<file path="src/rtl/hazard_control_unit.sv">
// Decode-side hazard controller: load-use stalls, taken-jump flush windows and
// saturating stall/flush statistics. Control outputs are combinational from state and inputs.
module hazard_control_unit #(
   parameter int REG_W             = 3,
   parameter int CCR_W             = 4,
   parameter int LOAD_STALL_CYCLES = 1,
   parameter int FLUSH_CYCLES      = 1,
   parameter int CNT_W             = 16
) (
   input  logic             clk,
   input  logic             rst,
   input  logic [CCR_W-1:0] ccr,
   input  logic             jmpUncond,
   input  logic [1:0]       jmpCond,
   input  logic [REG_W-1:0] src1,
   input  logic             src1Valid,
   input  logic [REG_W-1:0] src2,
   input  logic             src2Valid,
   input  logic [REG_W-1:0] exDst,
   input  logic             exMemRead,
   output logic [1:0]       pcSrc,
   output logic             stallD,
   output logic             bubbleE,
   output logic             flushF,
   output logic [CNT_W-1:0] stallCount,
   output logic [CNT_W-1:0] flushCount
);

   localparam int MAX_CYC = (LOAD_STALL_CYCLES > FLUSH_CYCLES) ? LOAD_STALL_CYCLES : FLUSH_CYCLES;
   localparam int CW      = $clog2(MAX_CYC) + 1;
   localparam logic [CW-1:0]    STALL_INIT = CW'(LOAD_STALL_CYCLES - 1);
   localparam logic [CW-1:0]    FLUSH_INIT = CW'(FLUSH_CYCLES - 1);
   localparam logic [CW-1:0]    CNT_ONE    = CW'(1);
   localparam logic [CNT_W-1:0] STAT_MAX   = {CNT_W{1'b1}};
   localparam logic [CNT_W-1:0] STAT_ONE   = CNT_W'(1);

   typedef enum logic [1:0] {
      RUN   = 2'b00,
      STALL = 2'b01,
      FLUSH = 2'b10
   } state_t;

   state_t        state_r, state_nxt_s;
   logic [CW-1:0] cnt_r, cnt_nxt_s;
   logic          load_use_s, cond_taken_s, taken_s, jump_acc_s;
   logic [1:0]    pc_src_s;
   logic          stall_s, bubble_s, flush_s;
   logic          unused_ccr_s;

   // The O flag does not steer any jump; fold it away explicitly.
   assign unused_ccr_s = ^ccr;

   // Hazard and branch-condition decode.
   always_comb begin
      load_use_s   = exMemRead & ((src1Valid & (src1 == exDst)) | (src2Valid & (src2 == exDst)));
      cond_taken_s = ((jmpCond == 2'b01) & ccr[0]) |
                     ((jmpCond == 2'b10) & ccr[3]) |
                     ((jmpCond == 2'b11) & ccr[1]);
      taken_s      = jmpUncond | cond_taken_s;
   end

   // Next-state and raw control decode; load-use outranks jumps since flags may be stale.
   always_comb begin
      state_nxt_s = state_r;
      cnt_nxt_s   = cnt_r;
      pc_src_s    = 2'b00;
      stall_s     = 1'b0;
      bubble_s    = 1'b0;
      flush_s     = 1'b0;
      jump_acc_s  = 1'b0;
      case (state_r)
         RUN: begin
            if (load_use_s) begin
               pc_src_s = 2'b10;
               stall_s  = 1'b1;
               bubble_s = 1'b1;
               if (LOAD_STALL_CYCLES > 1) begin
                  state_nxt_s = STALL;
                  cnt_nxt_s   = STALL_INIT;
               end else begin
                  state_nxt_s = RUN;
               end
            end else if (taken_s) begin
               pc_src_s   = 2'b01;
               flush_s    = 1'b1;
               jump_acc_s = 1'b1;
               if (FLUSH_CYCLES > 1) begin
                  state_nxt_s = FLUSH;
                  cnt_nxt_s   = FLUSH_INIT;
               end else begin
                  state_nxt_s = RUN;
               end
            end else begin
               state_nxt_s = RUN;
            end
         end
         STALL: begin
            pc_src_s  = 2'b10;
            stall_s   = 1'b1;
            bubble_s  = 1'b1;
            cnt_nxt_s = cnt_r - CNT_ONE;
            if (cnt_r == CNT_ONE) begin
               state_nxt_s = RUN;
            end else begin
               state_nxt_s = STALL;
            end
         end
         FLUSH: begin
            flush_s   = 1'b1;
            cnt_nxt_s = cnt_r - CNT_ONE;
            if (cnt_r == CNT_ONE) begin
               state_nxt_s = RUN;
            end else begin
               state_nxt_s = FLUSH;
            end
         end
         default: begin
            state_nxt_s = RUN;
            cnt_nxt_s   = {CW{1'b0}};
         end
      endcase
   end

   // Reset forces quiet outputs immediately, independent of the clock.
   always_comb begin
      if (rst) begin
         pcSrc   = pc_src_s;
         stallD  = stall_s;
         bubbleE = bubble_s;
         flushF  = flush_s;
      end else begin
         pcSrc   = 2'b00;
         stallD  = 1'b0;
         bubbleE = 1'b0;
         flushF  = 1'b0;
      end
   end

   // State and window counter.
   always_ff @(posedge clk or negedge rst) begin
      if (!rst) begin
         state_r <= RUN;
         cnt_r   <= {CW{1'b0}};
      end else begin
         state_r <= state_nxt_s;
         cnt_r   <= cnt_nxt_s;
      end
   end

   // Saturating statistics: bubble cycles and accepted jumps.
   always_ff @(posedge clk or negedge rst) begin
      if (!rst) begin
         stallCount <= {CNT_W{1'b0}};
         flushCount <= {CNT_W{1'b0}};
      end else begin
         if (bubble_s && (stallCount != STAT_MAX)) begin
            stallCount <= stallCount + STAT_ONE;
         end
         if (jump_acc_s && (flushCount != STAT_MAX)) begin
            flushCount <= flushCount + STAT_ONE;
         end
      end
   end

endmodule

</file>
<file path="config.mk">
export PLATFORM = sky130hd
export DESIGN_NAME = hazard_control_unit
export DESIGN_NICKNAME = d
export VERILOG_FILES = /design/src/rtl/hazard_control_unit.sv
export SDC_FILE = /design/constraint.sdc
export NUM_CORES = 1
export LEC_CHECK = 0
export ABC_AREA = 1
export ABC_CLOCK_PERIOD_IN_PS = 1500
export CORE_MARGIN = 5
export CORE_UTILIZATION = 40
export DETAILED_ROUTE_END_ITERATION = 10
export HOLD_SLACK_MARGIN = 0.06
export PLACE_DENSITY = 0.67
export SLEW_MARGIN = 0
export SYNTH_ARGS = -nofsm -noshare
export SYNTH_HDL_FRONTEND = slang
export SYNTH_SLANG_ARGS = --single-unit
</file>
<file path="constraint.sdc">
create_clock -name clk -period 1.5 [get_ports clk]
set_input_delay 0.3 -clock clk [delete_from_list [all_inputs] [get_ports clk]]
set_output_delay 0.3 -clock clk [all_outputs]
set_load 0.05 [all_outputs]
</file>
Word-level counts from Yosys, hierarchy flattened
Cells that the tools add are included.
{"block": "totals", "register_bits": 35, "in_bits": 21, "out_inout_bits": 37}
{"block": "op_classes", "addsub": 3, "n_eq_ne": 9, "mux": 16, "n_bitwise": 10, "reduce_logical": 4}
{"op": "$add A16 B1 Y16 const B", "count": 2}
{"op": "$ne A16 B16 Y1 const B", "count": 2}
{"op": "$mux W1", "count": 8}
{"op": "$pmux W2 S2", "count": 2}
{"op": "$and A1 B1 Y1", "count": 6}
{"op": "$eq A2 B2 Y1 const B", "count": 3}
{"op": "$eq A3 B3 Y1", "count": 2}
{"op": "$mux W2", "count": 3}
{"op": "$pmux W1 S2", "count": 3}
{"op": "$eq A2 B1 Y1 const B", "count": 2}
{"op": "$or A1 B1 Y1", "count": 4}
{"op": "$logic_and A1 B1 Y1", "count": 2}
{"op": "$logic_not A2 Y1", "count": 1}
{"op": "$reduce_or A2 Y1", "count": 1}
{"op": "$sub A1 B1 Y1 const B", "count": 1}

Logic depth before layout (Yosys ltp)
{"block": "logic_depth", "word_depth": 9, "mapped_depth": 12, "mapped_depth_nobuf": 11}

Worst setup path after synthesis
Ideal clock, no wire load.
{"block": "synth_path", "path_kind": "register -> output", "start": "register state_r[0]", "end": "output pcSrc[1]", "arrival_time_ns": 1.928, "t_required_ns": 1.200, "slack_ns": -0.728, "stages_incl_launch_ff": 6, "cell_sequence": "dfrtp_1 -> inv_1 -> ha_1 -> nand3_1 -> a21oi_1 -> buf_4"}
{"block": "synth_via", "elab_chain_len": 3, "word_cells_on_any_way": 4, "classes_between": "eq/ne (1); mux (2); reduce/logical (1)"}
{"element": "start, declared", "line": "43", "source": "state_t state_r, state_nxt_s;"}
{"element": "start signal, assigned", "line": "145", "source": "state_r <= state_nxt_s;"}
{"element": "$eq A2 B1 Y1 / $logic_not A2 Y1 (equally long branches)", "line": "71", "source": "case (state_r)"}
{"element": "$pmux W2 S2 *", "line": "71"}
{"element": "$mux W2 *", "line": "126", "source": "if (rst) begin"}
{"element": "end, declared", "line": "21", "source": "output logic [1:0] pcSrc,"}
Every way passes the cells marked *; elsewhere a longest branch is shown, timed or not.

Worst setup path in the final report
{"block": "layout_path", "start": "register state_r[0]", "end": "output flushF"}
{"block": "layout_via", "elab_chain_len": 3, "word_cells_on_any_way": 4, "classes_between": "eq/ne (1); mux (2); reduce/logical (1)"}
{"element": "$eq A2 B2 Y1 / $logic_not A2 Y1 (equally long branches)", "line": "71"}
{"element": "$pmux W1 S2 *", "line": "71"}
{"element": "$mux W1 *", "line": "126"}
{"element": "end, declared", "line": "24", "source": "output logic flushF,"}
Marked as above.

==> flow_summary.yaml <==
clocking:
  hold_buffers: 0
  cts_tree: "yes"
  clk_path_buf_depth: 2
  clock_latency_ns: 0.29
  clk_pin_slew_ns: 0.07
  root_buffer: "clkbuf_8"
  h-tree-depth: 2
  cts_buffers: 5
  numClockSinks: 35
power:
  powerDensity_nw_per_um2: 927.6
  ir_drop_mv: 1.064
  power_leakage_nw: 2.032
global_route:
  grt_max_degree: 36
  grt_pass1_vias: 2621
  track_usage_pct: 20.17
  grt-ovfl-total: 0
  antenna_found_initial: 0
  grt_pass1_wl_um: 11890
sta:
  final_hold_viol_count: 0
  slew-limit-headroom_pct: 68.95
  slew_violations: 0
  tightest_slew_ns: 0.4621
  setup_viol: 37
  fmax_mhz: 555.7
  period_needed_ns: 1.799
  fin_skew_ns: 0.005683
  rsz0062_at_grt: "yes"
  tns_ns: -4.234
  layout_setup_ws_ns: -0.2994
  finalCritPeriodShare_pct: 120.0
synthesis:
  synth_nets: 343
  yosysSeqAreaShare_pct: 37.84
  synthCells: 317
  yosys_register_bits: 35
  syn_avg_cell_area_um2: 7.302
  yosysWarnings: 0
  syn_area_um2: 2315
  synth.distinct_cells: 26
layout:
  stdcell_area_um2: 4384
  final_cell_mix: "nand2_1 (77), buf_4 (51), inv_1 (38), buf_12 (38), nand2_2 (23)"
  num_antenna_cells: 0
  mostFrequentLayoutCell: "nand2_1"
  final_nets: 467
  layout-drive-gt1-share_pct: 50.00
  utilization_pct: 78.65
  area_growth_pct: 89.41
critical_path:
  crit_arrival_ns: 1.50
  crit_type: "reg2out"
  end_kind: "output port"
  worst_ep_required_time_ns: 1.20
  critPathMaxFanout: 4
  startpoint_type: "flop"
status:
  status: "complete, but fails checks"
  violations: "negative setup slack"
drt:
  routed_wl_um: 7611
  via_per_inst: 5.027
  num_vias: 2584
  dr.pass1.iters: 4
  drtAntennaViolNets: 0
  wl_per_cell_um: 14.81
  initialDrtViolationCount: 112
  drc_errors: 0
floorplan:
  fp.dieH_um: 86.07
  core-area_um2: 5574
  die_x_um: 86.07
  pin_count: 58
  start_util_pct: 41.53
  fp.dieArea_um2: 7408
  row_count: 27
run:
  maxCapViolCount: 0
placed_design:
  place_hpwl_um: 4683
  gp_congestion: 0.8952
  placed_area_um2: 3832
  port_buffers: 56
hold_path:
  hold_path_class: "reg2reg"
-- report_power, final --
group	switching, mW	total [mW]	internal, mW
logic	1.06	2.08	1.02
clock network	0.348	0.767	0.419
registers	0.139	1.22	1.08
-- path summary, 6_finish.rpt --
| kind | startpoint | endpoint | slack [ns] | cells past startpoint |
|---|---|---|---|---|
| max in group asynchronous | rst | flushCount[4] | 0.62 | 2 |
| min in group asynchronous | rst | stallCount[2] | 0.53 | 2 |
| worst max-delay path | state_r[0] | flushF | -0.30 | 7 |
| worst min register to register | cnt_r | state_r[1] | 0.46 | 1 |
| worst max register to register | flushCount[0] | flushCount[3] | -0.13 | 10 |
| worst min-delay path | cnt_r | state_r[1] | 0.46 | 1 |
-- cell usage after synthesis, drive strengths merged --
cell    instances  area share [%]
nor2           26             4.5
nand3b          1            0.32
nand2         106              18
nand3          31             7.1
clkbuf          1            0.22
ha              5             2.7
xor2            9             3.4
buf             7             2.5
nand4           6             2.3
o21ai          17             4.3
dfrtp          35              38
a21oi           3            0.65
xnor2          15             5.7
nor3           10             3.4
inv            45             7.3
-- logic make-up (layout without fill, tap and decap cells) --
kind of cell	count (synthesis)	count (layout)	synth area share, %
flip-flops	35	35	37.84
AND/OR/NAND/NOR	180	181	35.35
AO/OA/AOI/OAI	20	20	4.973
buffers and inverters	53	177	10.05
adder cells (fa/ha/maj)	5	5	2.703
XOR/XNOR	24	24	9.081
-- worst max-delay path, cell delays in order, from the launching register on --
cell,delay [ns]
dfrtp_1,0.39
inv_2,0.08
ha_4,0.18
inv_4,0.04
nor2_4,0.11
nand2_4,0.08
a21oi_4,0.17
buf_12,0.15
-- what timing repair did --
item / CTS / global route
setup buffers: 11 / 8
setup endpoints to repair: 37 / 37
pin swaps: 40 / 23
cloned: 3 / 2
resized for setup: 48 / 57
-- per-layer routing --
layer  part of all wire (%)  vias to the layer above  GRT usage [%]
met1                     38                     1249          21.42
met5                      0                        -              0
met2                     56                       79          39.24
met3                    4.2                       18          3.842
li1                       -                     1238              -
met4                    1.8                        0          6.619
-- state kept, by name, indices dropped and copies added, names as in the netlist --
name	flops
cnt_r	1
state_r	2
flushCount	16
stallCount	16
-- layout make-up --
class                      instances  area [um^2]
clock buffer                       8        100.1
fill                             350         1190
inverter                          45        173.9
multi-input combinational        230         1599
sequential                        35        893.4
tap                               72        90.09
timing repair buffer             124         1528
-- stage by stage --
step / power (mW) / instances / hold WS, ns / setup slack (ns)
floorplan: 2.182 / 317 / 0.004409 / -0.2863
global placement: 3.106 / 487 / 0.4402 / -0.5504
detailed placement: 3.145 / 487 / 0.4466 / -0.6166
CTS: 4.024 / 507 / 0.4560 / -0.2865
global route: 4.277 / 514 / 0.4842 / -0.3546
finish: 4.067 / 514 / 0.4638 / -0.2994
(Power assumes the default switching activity.)
